$ cat config.mk
export PLATFORM = sky130hd
export DESIGN_NAME = fermat_inv_ctrl
export DESIGN_NICKNAME = d
export VERILOG_FILES = /design/src/rtl/fermat_inv_ctrl.sv
export SDC_FILE = /design/constraint.sdc
export NUM_CORES = 1
export LEC_CHECK = 0
export CORE_MARGIN = 2
export CORE_UTILIZATION = 35
export DETAILED_ROUTE_END_ITERATION = 16
export GPL_ROUTABILITY_DRIVEN = 1
export PLACE_DENSITY_LB_ADDON = 0.15
export SLEW_MARGIN = 10
export SYNTH_ARGS = -nofsm -noshare
export SYNTH_HDL_FRONTEND = slang
export SYNTH_SLANG_ARGS = --single-unit
$ cat constraint.sdc
create_clock -name clk -period 2.6 [get_ports clk]
set_clock_uncertainty 0.2 [all_clocks]
set_input_delay 0.52 -clock clk [delete_from_list [all_inputs] [get_ports clk]]
set_output_delay 0.52 -clock clk [all_outputs]
set_load 0.01 [all_outputs]
$ cat src/rtl/fermat_inv_ctrl.sv
`default_nettype none
// ============================================================================
// fermat_inv_ctrl : modular inverse a^(p-2) mod p over a shared multiplier
// Revision 1.0
// ============================================================================
module fermat_inv_ctrl #(
    parameter int WIDTH = 16
) (
    input  logic             clk,
    input  logic             reset,
    input  logic             start,
    input  logic [WIDTH-1:0] a,
    input  logic [WIDTH-1:0] p,
    output logic             busy,
    output logic             done,
    output logic             err,
    output logic [WIDTH-1:0] result,
    output logic             mul_req,
    output logic [WIDTH-1:0] mul_x,
    output logic [WIDTH-1:0] mul_y,
    output logic [WIDTH-1:0] mul_p,
    input  logic             mul_ack,
    input  logic [WIDTH-1:0] mul_z
);

    localparam int IW = (WIDTH > 1) ? $clog2(WIDTH) : 1;

    localparam logic [2:0] S_IDLE  = 3'd0;
    localparam logic [2:0] S_CHECK = 3'd1;
    localparam logic [2:0] S_SQR   = 3'd2;
    localparam logic [2:0] S_MUL   = 3'd3;
    localparam logic [2:0] S_FIN   = 3'd4;

    logic [2:0]       state_q, state_d;
    logic [WIDTH-1:0] a_q, a_d;
    logic [WIDTH-1:0] p_q, p_d;
    logic [WIDTH-1:0] e_q, e_d;
    logic [WIDTH-1:0] acc_q, acc_d;
    logic [IW-1:0]    i_q, i_d;
    logic             err_q, err_d;
    logic [WIDTH-1:0] result_q, result_d;
    logic             gap_q, gap_d;
    logic             w_req;
    logic             w_ack;

    // gap_q forces one request-free cycle after every acknowledged transaction
    assign w_req = ((state_q == S_SQR) || (state_q == S_MUL)) && !gap_q;
    assign w_ack = w_req && mul_ack;

    always_ff @(posedge clk or negedge reset) begin
        if (!reset) begin
            state_q  <= S_IDLE;
            a_q      <= '0;
            p_q      <= '0;
            e_q      <= '0;
            acc_q    <= '0;
            i_q      <= '0;
            err_q    <= 1'b0;
            result_q <= '0;
            gap_q    <= 1'b0;
        end else begin
            state_q  <= state_d;
            a_q      <= a_d;
            p_q      <= p_d;
            e_q      <= e_d;
            acc_q    <= acc_d;
            i_q      <= i_d;
            err_q    <= err_d;
            result_q <= result_d;
            gap_q    <= gap_d;
        end
    end

    always_comb begin
        state_d  = state_q;
        a_d      = a_q;
        p_d      = p_q;
        e_d      = e_q;
        acc_d    = acc_q;
        i_d      = i_q;
        err_d    = err_q;
        result_d = result_q;
        gap_d    = 1'b0;
        case (state_q)
            S_IDLE: begin
                if (start) begin
                    a_d     = a;
                    p_d     = p;
                    err_d   = 1'b0;
                    state_d = S_CHECK;
                end
            end
            S_CHECK: begin
                if ((p_q < WIDTH'(3)) || !p_q[0] || (a_q == '0) || (a_q >= p_q)) begin
                    err_d    = 1'b1;
                    result_d = '0;
                    state_d  = S_FIN;
                end else begin
                    e_d     = p_q - WIDTH'(2);
                    acc_d   = WIDTH'(1);
                    i_d     = IW'(WIDTH - 1);
                    state_d = S_SQR;
                end
            end
            S_SQR: begin
                if (w_ack) begin
                    acc_d = mul_z;
                    gap_d = 1'b1;
                    if (e_q[i_q]) begin
                        state_d = S_MUL;
                    end else if (i_q != '0) begin
                        i_d = i_q - IW'(1);
                    end else begin
                        result_d = mul_z;
                        state_d  = S_FIN;
                    end
                end
            end
            S_MUL: begin
                if (w_ack) begin
                    acc_d = mul_z;
                    gap_d = 1'b1;
                    if (i_q != '0) begin
                        i_d     = i_q - IW'(1);
                        state_d = S_SQR;
                    end else begin
                        result_d = mul_z;
                        state_d  = S_FIN;
                    end
                end
            end
            S_FIN: begin
                state_d = S_IDLE;
            end
            default: begin
                state_d = S_IDLE;
            end
        endcase
    end

    always_comb begin
        busy    = (state_q != S_IDLE);
        done    = (state_q == S_FIN);
        err     = err_q;
        result  = result_q;
        mul_req = w_req;
        mul_x   = '0;
        mul_y   = '0;
        mul_p   = '0;
        if (state_q == S_SQR) begin
            mul_x = acc_q;
            mul_y = acc_q;
            mul_p = p_q;
        end else if (state_q == S_MUL) begin
            mul_x = acc_q;
            mul_y = a_q;
            mul_p = p_q;
        end
    end

endmodule
`default_nettype wire

# After elaboration in Yosys (flattened, before gate mapping)
# Index checks and enable logic that the tools add are counted.
word_totals:
  romBits: 0
  word_cells: 86
  mem_bits_rw: 0
  input_bits: 52
  latchBits: 0
  n_memories: 0
  reg_bits: 89
classes:
  bitwise: 1
  order_cmp: 3
  div_mod_pow: 0
  shifts: 0
  eq_ne: 12
  multipliers: 0
  n_reduce_logical: 23
  mux: 36
  n_addsub: 2
ops:
  columns: ["operator", "n"]
  rows:
  - ["$mux W16", 13]
  - ["$pmux W16 S3", 1]
  - ["$pmux W16 S2", 1]
  - ["$mux W3", 7]
  - ["$mux W4", 5]
  - ["$ge A16 B16 Y1", 1]
  - ["$logic_not A16 Y1", 1]
  - ["$lt A16 B2 Y1 const B", 1]
  - ["$sub A16 B2 Y16 const B", 1]
  - ["$ne A2 B2 Y1 const B", 6]
  - ["$pmux W3 S4", 1]
  - ["$pmux W4 S3", 1]
  - ["$reduce_and A5 Y1", 2]
  - ["$eq A3 B2 Y1 const B", 2]
  - ["$reduce_and A3 Y1", 2]
  - ["$reduce_bool A3 Y1", 2]
  - ["$lt A4 B5 Y1 const B", 1]
  - ["$mux W1", 5]
  - ["$bmux W1 S4", 1]
  - ["$logic_or A1 B1 Y1", 4]
  - ["$reduce_and A2 Y1", 2]
  - ["$reduce_and A4 Y1", 1]
  - ["$reduce_bool A2 Y1", 2]
  - ["$reduce_bool A4 Y1", 1]
  - ["other kinds (11)", 13]

# Depth between registers and ports, before layout
logic_depth:
  ltp_word: 6
  depth_mapped: 10
  ltp_nobuf: 8

# Least setup slack after synthesis
# OpenSTA, ideal clock, no wires.
synth_path:
  path_type: "reg2reg"
  from: "reg p_q[3]"
  to: "reg acc_q[12]"
  arrival_ns: 2.291
  stages_incl_launch_ff: 11
  path_slack_ns: -0.012
  required_ns: 2.279
  setup_ns: 0.121
  path_buffers: 2
  cell_sequence: "dfrtp_1 inv_1 ha_1 a211oi_1 o21ai_0 a2111oi_2 o22ai_2 nand2b_1 buf_6 buf_12 a22o_2"
synth_via:
  elab_chain_cells: 6
synth_lines:
  columns: ["item", "line", "rtl"]
  rows:
  - ["start, declared", "36", "logic [WIDTH-1:0] p_q, p_d;"]
  - ["start signal, assigned", "64", "p_q <= p_d;"]
  - ["$lt A16 B2 Y1", "94", "if ((p_q < WIDTH'(3)) || !p_q[0] || (a_q == '0) || (a_q >= p_q)) begin"]
  - ["$logic_or A1 B1 Y1 (2 in a row)", "94", null]
  - ["$logic_or A1 B1 Y1 (*)", "94", null]
  - ["$ne A2 B2 Y1 (no source line) (*)", null, null]
  - ["$reduce_and A3 Y1 (no source line) (*)", null, null]
  - ["end signal, assigned", "56", "acc_q <= '0;"]
  - ["end signal, assigned", "66", "acc_q <= acc_d;"]
  - ["end, declared", "38", "logic [WIDTH-1:0] acc_q, acc_d;"]
# Mark *: on every way between the ends. The rest lies on a longest branch, timed or not.
# A chain may end at the register's enable or synchronous reset.

# Final worst setup path
layout_path:
  from: "reg state_q[2]"
  to: "out mul_p[7]"
layout_via:
  elab_chain_cells: 3
layout_lines:
  columns: ["item", "line", "rtl"]
  rows:
  - ["start, declared", "34", "logic [2:0] state_q, state_d;"]
  - ["start signal, assigned", "62", "state_q <= state_d;"]
  - ["$eq A3 B2 Y1", "154", "end else if (state_q == S_MUL) begin"]
  - ["$mux W16", "154", null]
  - ["$mux W16 (*)", "150", "if (state_q == S_SQR) begin"]
  - ["end, declared", "21", "output logic [WIDTH-1:0] mul_p,"]
# Marked as above.

==> flow_summary.json <==
{
  "outcome": "finished clean",
  "ys_warn_count": 0,
  "synth-async-reset-ratio": 1.00,
  "path_max_fanout": 27,
  "met1_usage": 0.291,
  "drt_pass1_iterations": 5,
  "path_class": "reg2out",
  "synth-compound-area-share": 0.183,
  "finalCriticalPeriod_ns": 2.55,
  "cellLeakagePower_nw": 3.18,
  "dpl_worst_slack_ns": 0.00122,
  "grt_max_degree": 49,
  "met2_usage": 0.348,
  "core-area_sq_mm": 0.0133,
  "grt_util_met3": 0.0334,
  "final_cell_mix": "clkdlybuf4s50_1 (99), dfrtp_1 (86), buf_4 (51)",
  "tritoncts": "yes",
  "power_mw": 8.56,
  "drv_cap": 0,
  "yosysSeqAreaShare": 0.462,
  "ys_types": 60,
  "clk_pin_slew_ns": 0.06,
  "multi_input_area_sq_mm": 0.00250,
  "nets": 708,
  "yosysTopAreaCellShare": 0.462,
  "synthSimpleGateAreaFrac": 0.154,
  "drc": 0,
  "yosysTopAreaCell": "dfrtp_1",
  "cts_made_buffers": 9,
  "dieArea_sq_mm": 0.0147,
  "insertion_delay_ns": 0.34,
  "synth_area_leaders": "dfrtp_1 (46%), ha_1 (4.7%), mux2i_1 (4.6%)",
  "synthAdderAreaFrac": 0.0467,
  "grtUsageTotal": 0.211,
  "setup_viol": 0,
  "syn_area_per_cell_sq_um": 10.2,
  "grt_pass1_vias": 4332,
  "h-tree-depth": 3,
  "end_kind": "primary output",
  "slew_violations": 0,
  "fillers": 1242,
  "slew_headroom": 0.635,
  "fp-row-count": 42,
  "antenna_found_initial": 0,
  "seq_area_sq_mm": 0.00223,
  "ant_nets": 0,
  "synth_edf_count": 0,
  "synthXorXnorAreaFrac": 0.0182,
  "cts_root_buf": "clkbuf_16",
  "port_buffers": 119,
  "viasPerCell": 5.29,
  "setup_slack_ns": 0.0466,
  "avgRoutedWirePerCell_microns": 18.9,
  "post-route-period-util": 0.982,
  "cp.arrival_ns": 1.83,
  "startpoint_type": "flop",
  "worst_hold_slack_ns": 0.266,
  "drive_above_1_share": 0.213,
  "final_common_cell": "clkdlybuf4s50_1",
  "syn_nets": 544,
  "routed-via-count": 4324,
  "hold_path.class": "reg2reg",
  "n_antenna_cell": 0,
  "drt-total-wl_microns": 15400,
  "numClockSinks": 89,
  "syn-cell-area_sq_mm": 0.00482,
  "worst_pin_slew_ns": 0.547,
  "chipHeight_microns": 121,
  "critPathRequiredTime_ns": 1.88,
  "globalplace.congestion": 0.839,
  "grt_pass1_wl_microns": 23600,
  "clock_path_buffers": 2,
  "drt_iter0_markers": 203,
  "hold_viol": 0,
  "start_util": 0.361,
  "gr-max-usage-layer": "met2",
  "syn_to_final_growth_pct": 47.6,
  "io_pins": 120,
  "ys_ff_latch": 89,
  "synth_flop_cell": "dfrtp_1",
  "synth_top_family_by_area": "compound AO/OA/AOI/OAI gates",
  "power_density_mw_per_mm2": 1200,
  "fmax_ghz": 0.392,
  "muxShareOfSynthArea": 0.0878,
  "max-vdd-ir-drop_v": 0.000497,
  "hpwl_microns": 10800,
  "synth_cells": 474,
  "die_width_microns": 121,
  "grt_overflow_total": 0
}
==> routing by layer <==
layer	share of wire	wire, microns	vias to the layer above
met2	0.49	7530	118
met3	0.043	660	15
met5	0	0	-
met1	0.46	7070	2162
li1	-	-	2029
met4	0.011	175	0
==> stage by stage <==
| stage | instance area (sq um) | cells | TNS (ns) | utilization |
|---|---|---|---|---|
| floorplan | 4820 | 474 | 0 | - |
| global placement | 6550 | 790 | 0 | 0.491 |
| detailed placement | 6550 | 790 | 0 | 0.491 |
| CTS | 6880 | 808 | 0 | 0.515 |
| global route | 7110 | 818 | -0.0573 | 0.533 |
| finish | 7110 | 818 | 0 | 0.533 |
==> state kept, by name, summed over array words and instances (netlist names) <==
signal / cells
result: 16
state_q: 3
gap_q: 1
acc_q: 16
p_q: 16
e_q: 16
i_q: 4
err: 1
a_q: 16
==> repair_timing <==
action	in CTS	in global routing
endpoints found under the setup margin	57	82
hold buffers	1	0
gates cloned	1	3
pin swaps	1	5
buffers inserted	1	7
endpoints found under the hold margin	37	0
gates resized for setup	24	27
==> cell usage after synthesis (6+ instances only) <==
cell type	count
a21oi_1	11
a22o_2	9
a22oi_1	17
and2_1	16
clkbuf_1	17
dfrtp_1	89
ha_1	18
inv_1	22
mux2_2	16
mux2i_1	22
nand2_1	38
nand2b_1	8
nor2_1	44
nor4_1	6
o21ai_0	34
o2bb2ai_1	16
xnor2_1	10
==> power breakdown <==
| group | switching, mW | internal [mW] | total [mW] |
|---|---|---|---|
| logic | 2.33 | 2.50 | 4.83 |
| clock network | 0.534 | 0.666 | 1.20 |
| registers | 0.519 | 2.01 | 2.53 |
==> path summary, 6_finish.rpt <==
path | start | end | slack [ns] | cells past startpoint
setup / recovery | state_q[2] | mul_p[7] | 0.05 | 4
hold / removal | e_q[0] | e_q[0] | 0.27 | 1
setup reg to reg | p_q[1] | e_q[10] | 0.06 | 10
hold reg to reg | e_q[0] | e_q[0] | 0.27 | 1
max in group asynchronous | reset | state_q[0] | 0.96 | 3
min in group asynchronous | reset | result[4] | 0.51 | 2
==> cell families (layout without fill, tap and decap cells) <==
| logic type | after synthesis | in the layout |
|---|---|---|
| flip-flops | 89 | 89 |
| buffers and inverters | 51 | 219 |
| XOR/XNOR | 10 | 10 |
| AO/OA/AOI/OAI | 120 | 120 |
| multiplexers | 39 | 39 |
| AND/OR/NAND/NOR | 147 | 147 |
| adder cells (fa/ha/maj) | 18 | 18 |
==> worst max-delay path, cell delays in order, from the launching register on <==
cell	delay [ns]
dfrtp_2	0.43
nand2b_4	0.19
buf_12	0.18
nor2_1	0.12
clkdlybuf4s50_1	0.56
==> final cells by class <==
type                       count  area share
clock buffer                  12      0.0347
timing repair buffer         182       0.255
multi-input combinational    334       0.352
tap                          176      0.0310
inverter                      22      0.0116
clock inverter                 3     0.00246
sequential                    89       0.314
Note: power is estimated with default switching activity, not from simulation.
